[src/rtl/hazard_pkg.sv]
// Shared types and constants for the pipeline hazard scheduler.
//   sched_state_t : scheduler FSM state (RUN, WAIT, ERR)
//   REG_ADDR_W    : architectural register index width
package hazard_pkg;

  localparam int REG_ADDR_W = 5;

  typedef enum logic [1:0] {
    RUN  = 2'd0,
    WAIT = 2'd1,
    ERR  = 2'd2
  } sched_state_t;

endpackage

[src/rtl/hazard_sched_if.sv]
// Bundle of pipeline-control signals exchanged between the core datapath and
// the hazard scheduler.
//   ID/EX/MEM status : id_rs1, id_rs2, id_use_rs1, id_use_rs2, ex_rd,
//                      ex_memread, ex_redirect, mem_access
//   Data memory      : dmem_req (scheduler -> memory), dmem_ack (memory -> scheduler)
//   Pipeline control : pc_stall, if_id_stall, id_ex_stall, ex_mem_stall,
//                      if_id_flush, id_ex_flush, mem_wb_bubble
//   Status           : mem_err pulse, stall_cnt performance counter
// The scheduler uses the slave modport; the pipeline side uses master.
interface hazard_sched_if
  import hazard_pkg::*;
#(
  parameter int CNT_W = 32
);
  logic [REG_ADDR_W-1:0] id_rs1;
  logic [REG_ADDR_W-1:0] id_rs2;
  logic                  id_use_rs1;
  logic                  id_use_rs2;
  logic [REG_ADDR_W-1:0] ex_rd;
  logic                  ex_memread;
  logic                  ex_redirect;
  logic                  mem_access;
  logic                  dmem_ack;
  logic                  dmem_req;
  logic                  pc_stall;
  logic                  if_id_stall;
  logic                  id_ex_stall;
  logic                  ex_mem_stall;
  logic                  if_id_flush;
  logic                  id_ex_flush;
  logic                  mem_wb_bubble;
  logic                  mem_err;
  logic [CNT_W-1:0]      stall_cnt;

  modport slave (
    input  id_rs1, id_rs2, id_use_rs1, id_use_rs2, ex_rd, ex_memread,
    input  ex_redirect, mem_access, dmem_ack,
    output dmem_req, pc_stall, if_id_stall, id_ex_stall, ex_mem_stall,
    output if_id_flush, id_ex_flush, mem_wb_bubble, mem_err, stall_cnt
  );

  modport master (
    output id_rs1, id_rs2, id_use_rs1, id_use_rs2, ex_rd, ex_memread,
    output ex_redirect, mem_access, dmem_ack,
    input  dmem_req, pc_stall, if_id_stall, id_ex_stall, ex_mem_stall,
    input  if_id_flush, id_ex_flush, mem_wb_bubble, mem_err, stall_cnt
  );

endinterface

[src/rtl/hazard_sched_load_use_detect.sv]
// Combinational load-use hazard detector.
//   Inputs : id_rs1, id_rs2, id_use_rs1, id_use_rs2 (ID instruction sources)
//            ex_rd, ex_memread (load currently in EX)
//   Output : load_use - ID reads a register the EX load has not produced yet.
// x0 is never a hazard because it is hardwired to zero.
module load_use_detect
  import hazard_pkg::*;
(
  input  logic [REG_ADDR_W-1:0] id_rs1,
  input  logic [REG_ADDR_W-1:0] id_rs2,
  input  logic                  id_use_rs1,
  input  logic                  id_use_rs2,
  input  logic [REG_ADDR_W-1:0] ex_rd,
  input  logic                  ex_memread,
  output logic                  load_use
);

  logic rs1_hit_s;
  logic rs2_hit_s;

  // Source-register match against the load destination
  always_comb begin
    rs1_hit_s = id_use_rs1 && (id_rs1 == ex_rd);
    rs2_hit_s = id_use_rs2 && (id_rs2 == ex_rd);
    if (ex_memread && (ex_rd != {REG_ADDR_W{1'b0}})) begin
      load_use = rs1_hit_s || rs2_hit_s;
    end else begin
      load_use = 1'b0;
    end
  end

endmodule

[src/rtl/hazard_sched.sv]
// Pipeline sequencing controller for the five-stage core.
//   clk, rst_n : core clock, asynchronous active-low reset
//   hs         : hazard_sched_if.slave - pipeline status in, stall/flush/bubble
//                enables, data-memory req/ack, mem_err and stall_cnt out.
// Memory stalls freeze the whole front of the pipeline and defer redirects and
// load-use handling; a stalled access is abandoned after TIMEOUT_CYCLES cycles
// (one ERR cycle, which lets the failing instruction advance).
// Control outputs are combinational from state and inputs and forced low while
// rst_n is asserted.
module hazard_sched
  import hazard_pkg::*;
#(
  parameter int TIMEOUT_CYCLES = 16,
  parameter int CNT_W          = 32
)(
  input  logic           clk,
  input  logic           rst_n,
  hazard_sched_if.slave  hs
);

  localparam int                WAIT_W    = (TIMEOUT_CYCLES > 2) ? $clog2(TIMEOUT_CYCLES) : 1;
  localparam logic [WAIT_W-1:0] WAIT_LAST = WAIT_W'(TIMEOUT_CYCLES - 1);

  sched_state_t      state_r;
  sched_state_t      state_nxt_s;
  logic [WAIT_W-1:0] wait_cnt_r;
  logic [CNT_W-1:0]  stall_cnt_r;

  logic load_use_s;
  logic mem_stall_s;
  logic req_s;
  logic dmem_req_s;
  logic pc_stall_s;
  logic if_id_stall_s;
  logic id_ex_stall_s;
  logic ex_mem_stall_s;
  logic if_id_flush_s;
  logic id_ex_flush_s;
  logic mem_wb_bubble_s;
  logic mem_err_s;

  load_use_detect u_load_use_detect (
    .id_rs1     (hs.id_rs1),
    .id_rs2     (hs.id_rs2),
    .id_use_rs1 (hs.id_use_rs1),
    .id_use_rs2 (hs.id_use_rs2),
    .ex_rd      (hs.ex_rd),
    .ex_memread (hs.ex_memread),
    .load_use   (load_use_s)
  );

  // Memory-access decode: request and stall condition for the current state
  always_comb begin
    mem_stall_s = 1'b0;
    req_s       = 1'b0;
    case (state_r)
      RUN: begin
        req_s       = hs.mem_access;
        mem_stall_s = hs.mem_access && !hs.dmem_ack;
      end
      WAIT: begin
        req_s       = 1'b1;
        mem_stall_s = !hs.dmem_ack;
      end
      ERR: begin
        // Failed access is dropped so the instruction can retire.
        req_s       = 1'b0;
        mem_stall_s = 1'b0;
      end
      default: begin
        req_s       = 1'b0;
        mem_stall_s = 1'b0;
      end
    endcase
  end

  // FSM state register
  always_ff @(posedge clk or negedge rst_n) begin
    if (!rst_n) begin
      state_r <= RUN;
    end else begin
      state_r <= state_nxt_s;
    end
  end

  // FSM next-state logic
  always_comb begin
    state_nxt_s = state_r;
    case (state_r)
      RUN: begin
        if (mem_stall_s) begin
          state_nxt_s = WAIT;
        end else begin
          state_nxt_s = RUN;
        end
      end
      WAIT: begin
        if (hs.dmem_ack) begin
          state_nxt_s = RUN;
        end else if (wait_cnt_r == WAIT_LAST) begin
          state_nxt_s = ERR;
        end else begin
          state_nxt_s = WAIT;
        end
      end
      ERR:     state_nxt_s = RUN;
      default: state_nxt_s = RUN;
    endcase
  end

  // Wait counter: the RUN cycle that first stalls counts as cycle 1
  always_ff @(posedge clk or negedge rst_n) begin
    if (!rst_n) begin
      wait_cnt_r <= {WAIT_W{1'b0}};
    end else if ((state_r == RUN) && mem_stall_s) begin
      wait_cnt_r <= WAIT_W'(1);
    end else if ((state_r == WAIT) && !hs.dmem_ack && (wait_cnt_r != WAIT_LAST)) begin
      wait_cnt_r <= wait_cnt_r + WAIT_W'(1);
    end else begin
      wait_cnt_r <= wait_cnt_r;
    end
  end

  // FSM outputs: memory stall outranks redirect, redirect outranks load-use
  always_comb begin
    dmem_req_s      = 1'b0;
    pc_stall_s      = 1'b0;
    if_id_stall_s   = 1'b0;
    id_ex_stall_s   = 1'b0;
    ex_mem_stall_s  = 1'b0;
    if_id_flush_s   = 1'b0;
    id_ex_flush_s   = 1'b0;
    mem_wb_bubble_s = 1'b0;
    mem_err_s       = 1'b0;
    if (!rst_n) begin
      dmem_req_s = 1'b0;
    end else begin
      dmem_req_s = req_s;
      mem_err_s  = (state_r == ERR);
      if (mem_stall_s) begin
        pc_stall_s      = 1'b1;
        if_id_stall_s   = 1'b1;
        id_ex_stall_s   = 1'b1;
        ex_mem_stall_s  = 1'b1;
        mem_wb_bubble_s = 1'b1;
      end else if (hs.ex_redirect) begin
        // ID holds a wrong-path instruction, so its hazard is irrelevant.
        if_id_flush_s = 1'b1;
        id_ex_flush_s = 1'b1;
      end else if (load_use_s) begin
        pc_stall_s    = 1'b1;
        if_id_stall_s = 1'b1;
        id_ex_flush_s = 1'b1;
      end else begin
        pc_stall_s = 1'b0;
      end
    end
  end

  // Stall performance counter, wraps naturally
  always_ff @(posedge clk or negedge rst_n) begin
    if (!rst_n) begin
      stall_cnt_r <= {CNT_W{1'b0}};
    end else if (pc_stall_s) begin
      stall_cnt_r <= stall_cnt_r + CNT_W'(1);
    end else begin
      stall_cnt_r <= stall_cnt_r;
    end
  end

  assign hs.dmem_req      = dmem_req_s;
  assign hs.pc_stall      = pc_stall_s;
  assign hs.if_id_stall   = if_id_stall_s;
  assign hs.id_ex_stall   = id_ex_stall_s;
  assign hs.ex_mem_stall  = ex_mem_stall_s;
  assign hs.if_id_flush   = if_id_flush_s;
  assign hs.id_ex_flush   = id_ex_flush_s;
  assign hs.mem_wb_bubble = mem_wb_bubble_s;
  assign hs.mem_err       = mem_err_s;
  assign hs.stall_cnt     = stall_cnt_r;

endmodule

[src/flat_wrapper.sv]
// flat-port wrapper written by rule: the top's interface ports become plain ports
module hazard_sched_flat import hazard_pkg::*;
#(
  parameter int TIMEOUT_CYCLES = 16,
  parameter int CNT_W          = 32
)
  (clk, rst_n, hs_id_rs1, hs_id_rs2, hs_id_use_rs1, hs_id_use_rs2, hs_ex_rd, hs_ex_memread, hs_ex_redirect, hs_mem_access, hs_dmem_ack, hs_dmem_req, hs_pc_stall, hs_if_id_stall, hs_id_ex_stall, hs_ex_mem_stall, hs_if_id_flush, hs_id_ex_flush, hs_mem_wb_bubble, hs_mem_err, hs_stall_cnt);
  hazard_sched_if #(.CNT_W(CNT_W)) hs_i ();
  input  logic clk;
  input  logic rst_n;
  input wire logic [$bits(hs_i.id_rs1)-1:0] hs_id_rs1;
  input wire logic [$bits(hs_i.id_rs2)-1:0] hs_id_rs2;
  input wire logic [$bits(hs_i.id_use_rs1)-1:0] hs_id_use_rs1;
  input wire logic [$bits(hs_i.id_use_rs2)-1:0] hs_id_use_rs2;
  input wire logic [$bits(hs_i.ex_rd)-1:0] hs_ex_rd;
  input wire logic [$bits(hs_i.ex_memread)-1:0] hs_ex_memread;
  input wire logic [$bits(hs_i.ex_redirect)-1:0] hs_ex_redirect;
  input wire logic [$bits(hs_i.mem_access)-1:0] hs_mem_access;
  input wire logic [$bits(hs_i.dmem_ack)-1:0] hs_dmem_ack;
  output wire logic [$bits(hs_i.dmem_req)-1:0] hs_dmem_req;
  output wire logic [$bits(hs_i.pc_stall)-1:0] hs_pc_stall;
  output wire logic [$bits(hs_i.if_id_stall)-1:0] hs_if_id_stall;
  output wire logic [$bits(hs_i.id_ex_stall)-1:0] hs_id_ex_stall;
  output wire logic [$bits(hs_i.ex_mem_stall)-1:0] hs_ex_mem_stall;
  output wire logic [$bits(hs_i.if_id_flush)-1:0] hs_if_id_flush;
  output wire logic [$bits(hs_i.id_ex_flush)-1:0] hs_id_ex_flush;
  output wire logic [$bits(hs_i.mem_wb_bubble)-1:0] hs_mem_wb_bubble;
  output wire logic [$bits(hs_i.mem_err)-1:0] hs_mem_err;
  output wire logic [$bits(hs_i.stall_cnt)-1:0] hs_stall_cnt;
  assign hs_i.id_rs1 = hs_id_rs1;
  assign hs_i.id_rs2 = hs_id_rs2;
  assign hs_i.id_use_rs1 = hs_id_use_rs1;
  assign hs_i.id_use_rs2 = hs_id_use_rs2;
  assign hs_i.ex_rd = hs_ex_rd;
  assign hs_i.ex_memread = hs_ex_memread;
  assign hs_i.ex_redirect = hs_ex_redirect;
  assign hs_i.mem_access = hs_mem_access;
  assign hs_i.dmem_ack = hs_dmem_ack;
  assign hs_dmem_req = hs_i.dmem_req;
  assign hs_pc_stall = hs_i.pc_stall;
  assign hs_if_id_stall = hs_i.if_id_stall;
  assign hs_id_ex_stall = hs_i.id_ex_stall;
  assign hs_ex_mem_stall = hs_i.ex_mem_stall;
  assign hs_if_id_flush = hs_i.if_id_flush;
  assign hs_id_ex_flush = hs_i.id_ex_flush;
  assign hs_mem_wb_bubble = hs_i.mem_wb_bubble;
  assign hs_mem_err = hs_i.mem_err;
  assign hs_stall_cnt = hs_i.stall_cnt;
  hazard_sched #(.TIMEOUT_CYCLES(TIMEOUT_CYCLES), .CNT_W(CNT_W)) u_core (.clk(clk), .rst_n(rst_n), .hs(hs_i));
endmodule
[config.mk]
export PLATFORM = sky130hd
export DESIGN_NAME = hazard_sched_flat
export DESIGN_NICKNAME = d
export VERILOG_FILES = /design/src/rtl/hazard_pkg.sv /design/src/rtl/hazard_sched_if.sv /design/src/rtl/hazard_sched_load_use_detect.sv /design/src/rtl/hazard_sched.sv /design/src/flat_wrapper.sv
export SDC_FILE = /design/constraint.sdc
export NUM_CORES = 1
export LEC_CHECK = 0
export ABC_AREA = 0
export CAP_MARGIN = 20
export CORE_ASPECT_RATIO = 0.7
export CORE_MARGIN = 5
export CORE_UTILIZATION = 40
export CTS_CLUSTER_SIZE = 8
export DETAILED_ROUTE_END_ITERATION = 10
export GPL_TIMING_DRIVEN = 0
export PLACE_DENSITY = 0.83
export SYNTH_ARGS = -nofsm -noshare
export SYNTH_HDL_FRONTEND = slang
export SYNTH_HIERARCHICAL = 1
export SYNTH_SLANG_ARGS = --single-unit
[constraint.sdc]
create_clock -name clk -period 3.3 [get_ports clk]
set_clock_uncertainty 0.05 [all_clocks]
set_input_delay 0.495 -clock clk [delete_from_list [all_inputs] [get_ports clk]]
set_output_delay 0.495 -clock clk [all_outputs]
set_load 0.005 [all_outputs]
==> results.md <==
| Metric | This run |
|---|---|
| Via density per instance | 4.87 |
| Hold Worst Slack | 0.127 ns |
| Clock insertion delay at the later pin of the skew report | 0.29 ns |
| Clock tree buffer depth | 2 |
| Endpoints failing setup | 0 |
| Core box area | 4780 um2 |
| Count of flip-flops with a built-in enable after synthesis | 0 |
| Summed area of non-filler cells in the final layout | 2840 um2 |
| Diode insertion count for antenna repair | 0 |
| P_leak | 1.26 nW |
| Wire length of the first global-routing pass | 7790 um |
| Maximum level of the CTS H-tree | 2 |
| Max FO, Critical Path | 3 |
| Sinks on Clock Net | 38 |
| Crit path kind | in -> out |
| I/O pins | 64 |
| Post-CTS clock slew at the launch and capture registers of the worst setup and hold paths | 0.07 ns |
| Yosys Warn Count | 6 |
| Area growth syn-to-layout | 44.0% |
| Most repeated library cell on the critical path | sky130_fd_sc_hd__clkdlybuf4s50_1 |
| PD cells | 393 nW/um2 |
| Register bit count reported by yosys | 38 |
| Shortest period the worst path allows | 3.22 ns |
| Type of element launching the critical path | input port |
| Transition time at the pin with the least slew margin | 0.531 ns |
| Die boundary width | 94.0 um |
| DRC violation count after routing | 0 |
| Share of cells above drive strength 1 | 0.117 |
| GRT Total Usage | 0.157 |
| Stage delay of the slowest cell on the critical path | 0.50 ns |
| Grt ovf | 0 |
| Num rows | 21 |
| Primary FF master, synth | sky130_fd_sc_hd__dfrtp_1 |
| # Max-Cap Violations | 0 |
| Required time worst endpoint | 2.75 ns |
| Pin count of the biggest net entering global routing | 24 |
| Cells after Synth | 182 |
| Root buffer selected by CTS | sky130_fd_sc_hd__clkbuf_8 |
| Initial core utilization | 0.413 |
| Final number of hold-violating endpoints | 0 |
| Worst max-slew margin expressed relative to the limit | 0.641 |
| Critical-path cell with the highest stage delay | sky130_fd_sc_hd__clkdlybuf4s50_1 |
| Die span in y | 68.8 um |
| Net count reported at finish | 281 |
| CTS hold repair buffers | 0 |
| Critical-path cell list | clkdlybuf4s50_1 -> xor2_1 -> nor4_1 -> nand3_1 -> a21oi_2 -> nand3b_1 -> o31ai_4 -> buf_4 -> clkdlybuf4s50_1 |
| Most used cells in the layout excluding fill and tap cells | sky130_fd_sc_hd__clkdlybuf4s50_1, sky130_fd_sc_hd__dfrtp_1, sky130_fd_sc_hd__xnor2_1, sky130_fd_sc_hd__nand2_1, sky130_fd_sc_hd__xor2_1 |
| Final weighted congestion of routability-driven global placement | 0.827 |
| Final period util | 0.976 |
| Post-placement cell area | 2710 um2 |
| Number of buffers inserted during clock tree synthesis | 5 |
| Run status | completed |
| Count of pins over their slew limit | 0 |
| Netlist area before placement | 1970 um2 |
| Detailed-router iteration count before antenna repair | 4 |
| Vias | 1589 |
| Synth unique cells | 35 |
| DRT antenna net count | 0 |
| Fill count | 399 |
| Class of the worst hold path | in -> async |
| Number of global-route vias before repair | 1577 |
| Maximum VDD drop | 0.336 mV |
| Number of DRC markers in iteration 0 | 47 |
| Area enclosed by the die boundary | 6460 um2 |
| Nets in the synthesized netlist | 207 |
| Endpoint arrival time on the critical path | 2.68 ns |
| Async set-reset flop share out of synthesis | 1.00 |
| CP Buf/Inv Count | 3 |
| Top delay family on crit path | buffers and inverters |
| Routed wire per std cell | 13.9 um |
| Overall power consumption | 1.12 mW |
| Number of port buffers | 63 |
| Number of antenna violations at the first check in global routing | 0 |
| Avg Cell Area, Syn | 10.8 um2 |
| Sequential area share after synthesis | 0.482 |
| Total half-perimeter wirelength after legalization and detailed placement | 3540 um |
| F_max | 0.310 GHz |
| Routed Wire Length | 4540 um |
| CTS tree | built |
| Endpoint class of the critical path | output pin |
| Most frequent standard cell in the layout excluding fill and tap cells | sky130_fd_sc_hd__clkdlybuf4s50_1 |
| RSZ-0062 raised after global routing | no |
## final timing paths
path | from | cells past startpoint | to | slack, ns
max | hs_ex_rd[2] | 9 | hs_pc_stall | 0.08
min | rst_n | 1 | u_core/wait_cnt_r[0]$_DFFE_PN0P_ | 0.13
max reg2reg | u_core/state_r[0]$_DFF_PN0_ | 8 | u_core/hs.stall_cnt[8]$_DFFE_PN0P_ | 1.42
min reg2reg | u_core/hs.stall_cnt[31]$_DFFE_PN0P_ | 1 | u_core/hs.stall_cnt[31]$_DFFE_PN0P_ | 0.42
max in group asynchronous | rst_n | 2 | u_core/hs.stall_cnt[13]$_DFFE_PN0P_ | 2.59
min in group clk | u_core/hs.stall_cnt[31]$_DFFE_PN0P_ | 1 | u_core/hs.stall_cnt[31]$_DFFE_PN0P_ | 0.42
## registers in the layout (all words and copies together), names as in the netlist
signal / flops
u_core/hs.stall_cnt: 32
u_core/wait_cnt_r: 4
u_core/state_r: 2
## report_power, final
part	total, mW	leakage (nW)	internal [mW]	switching (mW)
Combinational	0.228	0.696	0.141	0.0866
Clock	0.330	0.0472	0.168	0.163
Sequential	0.560	0.517	0.509	0.0504
## synthesized netlist by cell type (all sizes together) (2+ instances only)
| cell type | instances | area [um2] |
|---|---|---|
| a21oi | 2 | 10.0 |
| and2 | 4 | 26.3 |
| and3 | 13 | 88.8 |
| and4 | 6 | 52.6 |
| buf | 5 | 35.0 |
| dfrtp | 38 | 951 |
| ha | 2 | 25.0 |
| nand2 | 18 | 67.6 |
| nand3 | 13 | 65.1 |
| nand3b | 2 | 15.0 |
| nand4 | 8 | 50.1 |
| nor2 | 11 | 41.3 |
| nor3 | 2 | 10.0 |
| nor4 | 2 | 18.8 |
| o21ai | 3 | 18.8 |
| xnor2 | 25 | 219 |
| xor2 | 19 | 174 |
## per-layer routing
layer	part of all wire	wire [um]	up-vias	track usage
met3	0.034	155	11	0.0401
met5	0	0	-	0
met4	0.022	100	0	0.0559
met2	0.47	2120	32	0.256
met1	0.48	2160	765	0.206
li1	-	-	781	-
## metrics by stage
step	setup TNS (ns)	utilization	worst slack, ns	std cells
after global placement	-13.84	0.563	-0.985	314
after floorplan	0	-	1.13	182
after global routing	0	0.594	0.0000580	326
final	0	0.594	0.0776	326
after detailed placement	-0.142	0.568	-0.112	315
after CTS	0	0.591	0.0368	325
## logic make-up after synthesis
| family | share of synthesized area |
|---|---|
| xor+xnor | 0.199 |
| mux | 0.00570 |
| fa+ha+maj | 0.0127 |
| buf+inv | 0.0196 |
| compound gates | 0.0444 |
| flops | 0.482 |
| simple gates | 0.237 |
## timing repair
| item | in CTS | in global routing |
|---|---|---|
| setup endpoints to repair | 2 | 1 |
| setup buffers | 2 | 1 |
| gates resized for setup | 1 | 3 |
| pin swaps | 2 | 2 |
## layout make-up
class                      instances  area, um2  area share
tap                               69       86.3      0.0304
timing repair buffer              67        683       0.240
clock inverter                     2       12.5     0.00440
multi-input combinational        138        988       0.348
clock buffer                       6       82.6      0.0290
buffer                             5       35.0      0.0123
inverter                           1       3.75     0.00132
sequential                        38        951       0.335
Power figures use the tool's default switching activity.
